[src/rtl/ln_arg_div_pkg.sv]
// ln_arg_div_pkg: shared Q16 constants, widths and latency helpers for the ln argument divider.
// LN_ARG_DIV_ROUND_EN adds one guard-bit stage to the divider latency.
package ln_arg_div_pkg;
  localparam int Q16_ONE = 65536;
  localparam int FRAC_BITS_DEF = 16;
  localparam int DATA_W = 32;
  localparam int REM_W = 34;
  localparam int DEN_W = 33;
`ifdef LN_ARG_DIV_ROUND_EN
  localparam int ROUND_STAGES = 1;
`else
  localparam int ROUND_STAGES = 0;
`endif
  localparam int LATENCY = FRAC_BITS_DEF + 2 + ROUND_STAGES;
  function automatic int ln_arg_div_latency(input int frac_bits);
    return frac_bits + 2 + ROUND_STAGES;
  endfunction
  function automatic int ln_path_latency(input int frac_bits, input int pipeline);
    return ln_arg_div_latency(frac_bits) + pipeline + 2;
  endfunction
endpackage

[src/rtl/ln_arg_div_stage.sv]
// ln_arg_div_stage: one registered radix-2 restoring division step, quotient shifted in MSB-first.
module ln_arg_div_stage
  import ln_arg_div_pkg::*;
#(
  parameter int QW = 16
) (
  input  logic             clk,
  input  logic             rst_n,
  input  logic [REM_W-1:0] r,
  input  logic [QW-1:0]    q,
  input  logic [DEN_W-1:0] den,
  input  logic             neg,
  input  logic             err,
  input  logic             valid,
  output logic [REM_W-1:0] nx_r,
  output logic [QW-1:0]    nx_q,
  output logic [DEN_W-1:0] nx_den,
  output logic             nx_neg,
  output logic             nx_err,
  output logic             nx_valid
);
  logic [REM_W-1:0] sh;
  logic ge;
  // r < den keeps r<<1 inside REM_W bits, so the dropped MSB is always zero
  assign sh = r << 1;
  assign ge = sh >= {1'b0, den};
  always_ff @(posedge clk or negedge rst_n)
    if (!rst_n) begin
      nx_r <= '0;
      nx_q <= '0;
      nx_den <= '0;
      nx_neg <= 1'b0;
      nx_err <= 1'b0;
      nx_valid <= 1'b0;
    end else begin
      nx_r <= ge ? sh - {1'b0, den} : sh;
      nx_q <= {q[QW-2:0], ge};
      nx_den <= den;
      nx_neg <= neg;
      nx_err <= err;
      nx_valid <= valid;
    end
endmodule

[src/rtl/ln_arg_div.sv]
// ln_arg_div: pipelined z = (x-1)/(x+1) in Q16 for the arctanh-based ln path.
// LN_ARG_DIV_ROUND_EN: extra guard stage, round-half-up magnitude clamped below 1.0.
module ln_arg_div
  import ln_arg_div_pkg::*;
#(
  parameter int FRAC_BITS = FRAC_BITS_DEF
) (
  input  logic                     clk,
  input  logic                     rst_n,
  input  logic signed [DATA_W-1:0] iData,
  input  logic                     pre_vaild,
  output logic signed [DATA_W-1:0] oData,
  output logic                     post_vaild,
  output logic                     oErr
);
  localparam int NS = FRAC_BITS + ROUND_STAGES;
  logic [REM_W-1:0] r [NS+1];
  logic [NS-1:0] q [NS+1];
  logic [DEN_W-1:0] den [NS+1];
  logic [NS:0] neg, err, valid;
  logic signed [DEN_W-1:0] num;
  logic [DEN_W-1:0] mag0;
  logic x_bad;
  logic [FRAC_BITS:0] mag;
  assign num = {iData[DATA_W-1], iData} - DEN_W'(Q16_ONE);
  assign mag0 = num[DEN_W-1] ? DEN_W'(-num) : DEN_W'(num);
  assign x_bad = iData[DATA_W-1] | ~|iData;
  always_ff @(posedge clk or negedge rst_n)
    if (!rst_n) begin
      r[0] <= '0;
      q[0] <= '0;
      den[0] <= '0;
      neg[0] <= 1'b0;
      err[0] <= 1'b0;
      valid[0] <= 1'b0;
    end else begin
      r[0] <= x_bad ? '0 : {1'b0, mag0};
      q[0] <= '0;
      den[0] <= {1'b0, iData} + DEN_W'(Q16_ONE);
      neg[0] <= num[DEN_W-1];
      err[0] <= x_bad;
      valid[0] <= pre_vaild;
    end
  for (genvar i = 0; i < NS; i++) begin : g_stage
    ln_arg_div_stage #(.QW(NS)) u_stage (
      .clk      (clk),
      .rst_n    (rst_n),
      .r        (r[i]),
      .q        (q[i]),
      .den      (den[i]),
      .neg      (neg[i]),
      .err      (err[i]),
      .valid    (valid[i]),
      .nx_r     (r[i+1]),
      .nx_q     (q[i+1]),
      .nx_den   (den[i+1]),
      .nx_neg   (neg[i+1]),
      .nx_err   (err[i+1]),
      .nx_valid (valid[i+1])
    );
  end
`ifdef LN_ARG_DIV_ROUND_EN
  logic [FRAC_BITS:0] sum;
  assign sum = {1'b0, q[NS][NS-1:1]} + (FRAC_BITS+1)'(q[NS][0]);
  // a carry into 1.0 would leave arctanh's open domain, so saturate one LSB below
  assign mag = sum[FRAC_BITS] ? {1'b0, {FRAC_BITS{1'b1}}} : sum;
`else
  assign mag = {1'b0, q[NS]};
`endif
  always_ff @(posedge clk or negedge rst_n)
    if (!rst_n) begin
      oData <= '0;
      post_vaild <= 1'b0;
      oErr <= 1'b0;
    end else begin
      oData <= err[NS] ? '0 : neg[NS] ? -DATA_W'(mag) : DATA_W'(mag);
      post_vaild <= valid[NS];
      oErr <= err[NS] & valid[NS];
    end
endmodule

[config.mk]
export PLATFORM = sky130hd
export DESIGN_NAME = ln_arg_div
export DESIGN_NICKNAME = d
export VERILOG_FILES = /design/src/rtl/ln_arg_div_pkg.sv /design/src/rtl/ln_arg_div_stage.sv /design/src/rtl/ln_arg_div.sv
export SDC_FILE = /design/constraint.sdc
export NUM_CORES = 2
export LEC_CHECK = 0
export ABC_CLOCK_PERIOD_IN_PS = 3300
export CORE_ASPECT_RATIO = 0.75
export CORE_MARGIN = 5
export CORE_UTILIZATION = 43
export DETAILED_ROUTE_END_ITERATION = 6
export PLACE_DENSITY = 0.57
export RECOVER_POWER = 100
export SKIP_CTS_REPAIR_TIMING = 1
export SLEW_MARGIN = 20
export SYNTH_ARGS = -nofsm -noshare
export SYNTH_HDL_FRONTEND = slang
export SYNTH_SLANG_ARGS = --single-unit
[constraint.sdc]
create_clock -name clk -period 3.3 [get_ports clk]
set_input_delay 0.66 -clock clk [delete_from_list [all_inputs] [get_ports clk]]
set_output_delay 0.66 -clock clk [all_outputs]
set_load 0.01 [all_outputs]
Word-level counts from Yosys, hierarchy flattened:

Cells that the tools add are included.

* register bits: 1277
* bits of input ports: 35
* output and inout port bits: 34
* logic and storage cells: 160

* $add $sub $neg: 19
* magnitude comparators: 16
* muxes and demuxes: 19
* bitwise logic cells: 2
* reductions and logical operators: 2

Operator list (number)
* 33-bit 2-to-1 mux: 17
* 34-bit by 33-bit greater-or-equal comparator with 1-bit output: 16
* 33-bit subtractor: 15
* 32-bit 2-to-1 mux: 2
* 32-bit by 17-bit adder with 33-bit output (second input constant): 1
* 33-bit negator: 1
* 32-bit by 18-bit subtractor with 33-bit output (second input constant): 1
* 16-bit negator with 32-bit output: 1
* 32-bit OR reduction: 1
* 1-bit AND: 1
* 1-bit zero test: 1
* 1-bit bitwise OR: 1

Longest topological paths before layout:

* depth in word-level cells: 4
* depth in mapped cells: 16
* mapped depth without buffers: 13

Hierarchy:

From an unflattened synthesis, not the netlist that was laid out.

* cells, all modules: 7671
* area, all modules: 78765.5 µm²

Modules (own cells, without submodules)
* ln_arg_div_stage at g_stage[0].u_stage ...: instances 9, cells an instance 437, area an instance 4580.6 µm², sequential area each 2152.1 µm²
* ln_arg_div_stage at g_stage[3].u_stage ...: instances 7, cells an instance 473, area an instance 4699.5 µm², sequential area each 2152.1 µm²
* ln_arg_div: instances 1, cells an instance 427, area an instance 4643.2 µm², sequential area each 2552.4 µm²

Worst setup path after synthesis:

OpenSTA, ideal clock, no wires.

* path kind: reg-to-reg
* start point: register, netlist name g_stage[12].u_stage.nx_den[11]
* end point: register, netlist name g_stage[13].u_stage.nx_r[25]
* setup time: 0.125 ns
* data arrival time: 3.179 ns
* data required time: 3.175 ns
* path slack: -0.004 ns
* stages on the path, launching flop included: 14
* path buffers: 1
* clock period less this slack: 3.304 ns
* cells stage by stage: dfrtp_1 -> inv_1 -> ha_1 -> a21o_1 -> a221o_1 -> a21o_1 -> a31oi_2 -> o21ai_2 -> a31oi_2 -> nor2_1 -> a221o_1 -> a31oi_4 -> buf_6 -> mux2_2

* word-level cells in the longest chain between the ends: 2
* elaborated cells between the ends (all ways): 3
* classes of those cells: add/sub: 1; order compare: 1; mux: 1

Ends and longest elaborated chain
* 33-bit subtractor / 34-bit by 33-bit greater-or-equal comparator with 1-bit output (equally long branches): RTL line ln_arg_div_stage.sv:36, ln_arg_div_stage.sv:26
* 33-bit 2-to-1 mux *: RTL line ln_arg_div_stage.sv:36 `nx_r <= ge ? sh - {1'b0, den} : sh;`

Mark *: on every way between the ends. The rest lies on a longest branch, timed or not.

Worst setup path after layout:

* start point: register, netlist name g_stage[12].u_stage.nx_r[0]
* end point: register, netlist name g_stage[13].u_stage.nx_r[25]

* word-level cells in the longest chain between the ends: 2
* elaborated cells between the ends (all ways): 3
* classes of those cells: add/sub: 1; order compare: 1; mux: 1

Ends and longest elaborated chain (RTL line)
* 33-bit subtractor / 34-bit by 33-bit greater-or-equal comparator with 1-bit output (equally long branches): ln_arg_div_stage.sv:36, ln_arg_div_stage.sv:26
* 33-bit 2-to-1 mux *: ln_arg_div_stage.sv:36

Marks and branches as above.

==> results by stage <==
Detailed routing:
- After detailed routing, the number of remaining DRC violations is 6.
- The via density per instance is 5.36.
- Detailed routing inserted a total of 52400 vias.
- The highest routed metal layer is met5.
- The iteration-0 DRC count of the detailed router is 5242.
- The detailed router put a total of 112 mm of wire on met1.
- The wire length on met2 is 71.2 mm.
- The routed length on met3 is 24.2 mm.
- The per-cell routed wire length is 21.5 um.
- The total wirelength of the detailed-routed design is 210 mm.
- In this run the remaining antenna-violating nets after routing total 0.
- The detailed-router iteration count before antenna repair is 7.

Run status:
- The checks that failed: DRC, capacitance limit, slew limit, setup timing.
- The run finished, with violations left.

Synthesis:
- Of all flip-flops after synthesis, the portion carrying an async set or reset was 100%.
- Dividing the synthesized area by the synthesized cell count gives 10.3 um2.
- The synthesized design contains 0 enable-type register cells.
- The fraction of synthesized cell area taken by the top area cell type is 48.2%.
- Counting flops and latches in the post-synthesis netlist gives 1276.
- The distinct cell type count after synthesis is 103.
- Counting every net in the synthesized netlist gives 7010.
- Summed over all instances, the cell type with the most area after synthesis is dfrtp_1.
- After synthesis, the cell types taking the most area are dfrtp_1, ha_1, a21oi_1, inv_1, mux2_2.
- The share of the Yosys chip area taken by registers is 48.2%.
- The Yosys step of the flow raised 0 warnings.
- The most instantiated flip-flop cell in the synthesis netlist is dfrtp_1.
- Synthesis produced 6428 cells.
- The mapped netlist covers 0.0662 mm2.

Layout:
- The number of nets at the end of the flow is 8230.
- The multi-input gate area in the final layout is 0.0347 mm2.
- The flip-flop and latch area is 0.0319 mm2.
- The post-route core utilization is 56.9%.
- The growth of design area from synthesis to finish is 31.3%.
- The number of filler instances in the final layout is 13000.
- The share of cells above drive strength 1 is 27.3%.

Timing:
- The worst slew margin relative to its limit is -70.5%.
- At the pin with the least slew margin, the transition time is 2.56 ns.
- Setup violations remaining at the end of the flow were counted as 415.
- The minimum hold slack is 0.319 ns.
- The achievable frequency is 281 MHz.
- Setup repair after global routing could not meet its margin everywhere.
- The post-route fraction of the period consumed by the critical path is 108%.
- Setup slack on the critical path of the routed design comes to -0.261 ns.
- The number of failing hold endpoints at the final stage was 0.
- The clock skew is 0.0404 ns.
- The worst path in the final design needs a cycle of 3.56 ns, including I/O delays and setup.
- The final count of pins violating max slew is 76.

Worst setup path:
- STA classifies the critical path startpoint as a flip-flop.
- The start-to-end type of the worst setup path is flip-flop to flip-flop.
- STA classifies the critical path endpoint as a flip-flop.
- The required time of the worst setup path is 3.96 ns.
- The maximum fanout along the worst path is 7.
- The data arrival at the endpoint of the critical path is 4.22 ns.

GRT:
- The number of global-route vias before repair is 48400.
- The aggregate global routing overflow is 0.
- The total global routing track utilization is 24.0%.
- The number of antenna violations at the first check in global routing was 15.
- The maximum number of pins on one net before global-route repair is 110.
- The global-route wire length before repair is 298 mm.

Placement:
- In this run the tool buffered the top-level ports with 68 buffer cells.
- The congestion estimate from routability-driven global placement came to 0.967.
- The placed wire-length estimate after detailed placement is 158 mm.
- At the placement stage, the worst setup path has a slack of -0.608 ns.

Floorplan:
- The count of boundary I/O pins is 69.
- The die is 463 um wide.
- The number of placement rows is 124.
- Once the floorplan was initialized, standard cells occupied 43.3% of the core.
- The floorplan step defined a die boundary enclosing 0.162 mm2.
- The die is 350 um tall.
- The region available for standard cell placement spans 0.153 mm2.

Min path:
- The min-delay analysis places its worst path in the category flip-flop to flip-flop.

CTS:
- The number of CTS-inserted buffers is 136.
- The tree is rooted in a clkbuf_16.
- The maximum level of the CTS H-tree is 4.
- The clock latency at the later pin of the worst-skew pair is 0.79 ns.
- The sink count of the clock tree is 1276.
- After clock tree synthesis, the clock-pin slew on the worst setup and hold paths is 0.06 ns.
- In this run the deepest clock path goes through 3 buffers.
- The TritonCTS clock tree is yes.

Power and ir drop:
- The total power after layout is 91700 uW.
- The worst-case vdd ir drop is 0.767 mV.
- Summed over all cells, the static leakage comes to 0.0415 uW.
- Dividing total power by cell area gives a power density of 1050 mW/mm2.

Job:
- Max-cap violations in this run came to 1.
==> placed cells by master, fill, tap and decap left out, types with 31 or more instances in the layout <==
| master | synthesis | routed |
|---|---|---|
| nand4_1 | 68 | 68 |
| dfrtp_1 | 1276 | 1273 |
| o21ai_0 | 392 | 306 |
| clkbuf_1 | 81 | 88 |
| a21oi_1 | 512 | 415 |
| buf_4 | 11 | 779 |
| xnor2_1 | 277 | 275 |
| o21ai_2 | 2 | 47 |
| clkbuf_4 | 0 | 129 |
| a21o_1 | 240 | 240 |
| nand2_1 | 393 | 357 |
| and2_1 | 45 | 38 |
| a31oi_1 | 50 | 39 |
| a211oi_1 | 45 | 31 |
| nor2_4 | 3 | 42 |
| buf_6 | 9 | 66 |
| o21ai_1 | 16 | 48 |
| nor2b_1 | 88 | 75 |
| o21a_1 | 86 | 82 |
| a21oi_2 | 2 | 92 |
| inv_1 | 655 | 624 |
| ha_4 | 0 | 46 |
| mux2_2 | 218 | 108 |
| nand3_1 | 88 | 85 |
| mux2_4 | 0 | 135 |
| and3_1 | 41 | 39 |
| buf_12 | 0 | 49 |
| clkbuf_16 | 0 | 175 |
| nor2_1 | 432 | 373 |
| xor2_1 | 190 | 189 |
| dlygate4sd3_1 | 0 | 47 |
| nor3_1 | 61 | 47 |
| nand2b_1 | 80 | 79 |
| ha_1 | 532 | 481 |
| o21bai_1 | 45 | 43 |
==> report_power, final <==
group	switching (uW)	leakage (uW)	total [uW]	internal, uW
Clock	6510	0.00232	16000	9460
Combinational	25900	0.0244	51900	26000
Sequential	3750	0.0148	23900	20100
==> final timing paths <==
kind / startpoint / endpoint / slack [ns] / cells past startpoint
worst max-delay path: g_stage[12].u_stage.nx_r[0] / g_stage[13].u_stage.nx_r[25] / -0.26 / 15
worst min-delay path: g_stage[12].u_stage.nx_q[6] / g_stage[13].u_stage.nx_q[7] / 0.32 / 0
worst max register to register: g_stage[12].u_stage.nx_r[0] / g_stage[13].u_stage.nx_r[25] / -0.26 / 15
worst min register to register: g_stage[12].u_stage.nx_q[6] / g_stage[13].u_stage.nx_q[7] / 0.32 / 0
max in group asynchronous: rst_n / den[551] / 0.20 / 3
min in group asynchronous: rst_n / oData[13] / 1.17 / 2
==> registers in the layout (all words and copies together) (netlist names) <==
name,flops
g_stage.u_stage.nx_valid,16
post_vaild,1
neg,1
oErr,1
r,33
oData,31
g_stage.u_stage.nx_den,495
valid,1
g_stage.u_stage.nx_err,16
err,1
g_stage.u_stage.nx_q,136
den,33
g_stage.u_stage.nx_r,495
g_stage.u_stage.nx_neg,16
==> cells by family after synthesis <==
kind of cell / Yosys count / synth area share, %
AOI/OAI and AO/OA: 1636 / 15.5
and+or+nand+nor: 1440 / 10.4
DFF: 1276 / 48.2
buffers and inverters: 802 / 4.80
adders and majority gates: 547 / 10.5
xor gates and xnor gates: 467 / 6.18
muxes: 259 / 4.37
other: 1 / 0.00566
==> per-stage QoR <==
step,TNS (ns),std cells,cell area (um2)
after floorplan,0,6428,66200
after global placement,-130.02,9351,76700
after detailed placement,-152.60,9351,76700
after CTS,-164.07,9597,81400
after global routing,-131.54,9775,86900
final,-40.13,9776,86900
==> synth_stat cells (all sizes together) (12+ instances only) <==
library cell  instances
o211ai               18
inv                 655
a211o                16
and2                 49
buf                  63
a221oi               21
xnor2               277
a31o                 14
a21o                242
a31oi                54
o21bai               45
xor2                190
a21oi               514
a211oi               47
o31a                 16
o31ai                25
a21boi               23
nor2                435
o21ai               410
nor3                 62
or3                  26
nand4                68
nor4                 26
dfrtp              1276
clkbuf               83
and4                 12
ha                  532
nor2b                88
o21a                 86
or2                  25
and3                 42
mux2                243
mux2i                16
nand3                88
fa                   15
nand2b               80
nand2               393
==> layout make-up <==
class / count / share of cell area, %
clock buffers: 189 / 4.61
clock inverters: 57 / 0.757
well taps: 2016 / 2.90
flip-flops and latches: 1276 / 36.7
multi-input cells: 4350 / 39.9
diodes: 4 / 0.0115
repair buffers: 1228 / 12.2
inverters: 656 / 2.84
==> critical path, cell delays in order, from the launching register on <==
cell,delay (ns)
dfrtp_1,0.44
inv_1,0.11
fa_2,0.24
nor2b_4,0.06
o31ai_4,0.26
o311ai_2,0.12
a21o_1,0.25
a31oi_4,0.24
o21ai_2,0.10
a31oi_2,0.20
nor2_1,0.08
a221o_1,0.36
a31oi_4,0.32
clkbuf_16,0.21
buf_12,0.13
mux2_4,0.30
==> metal layers <==
metal  vias up  track usage [%]
met3       167             9.81
met5         -                0
li1      24700                -
met1     25800             41.1
met4         2             3.62
met2      1668             26.7
Note: power is estimated with default switching activity, not from simulation.
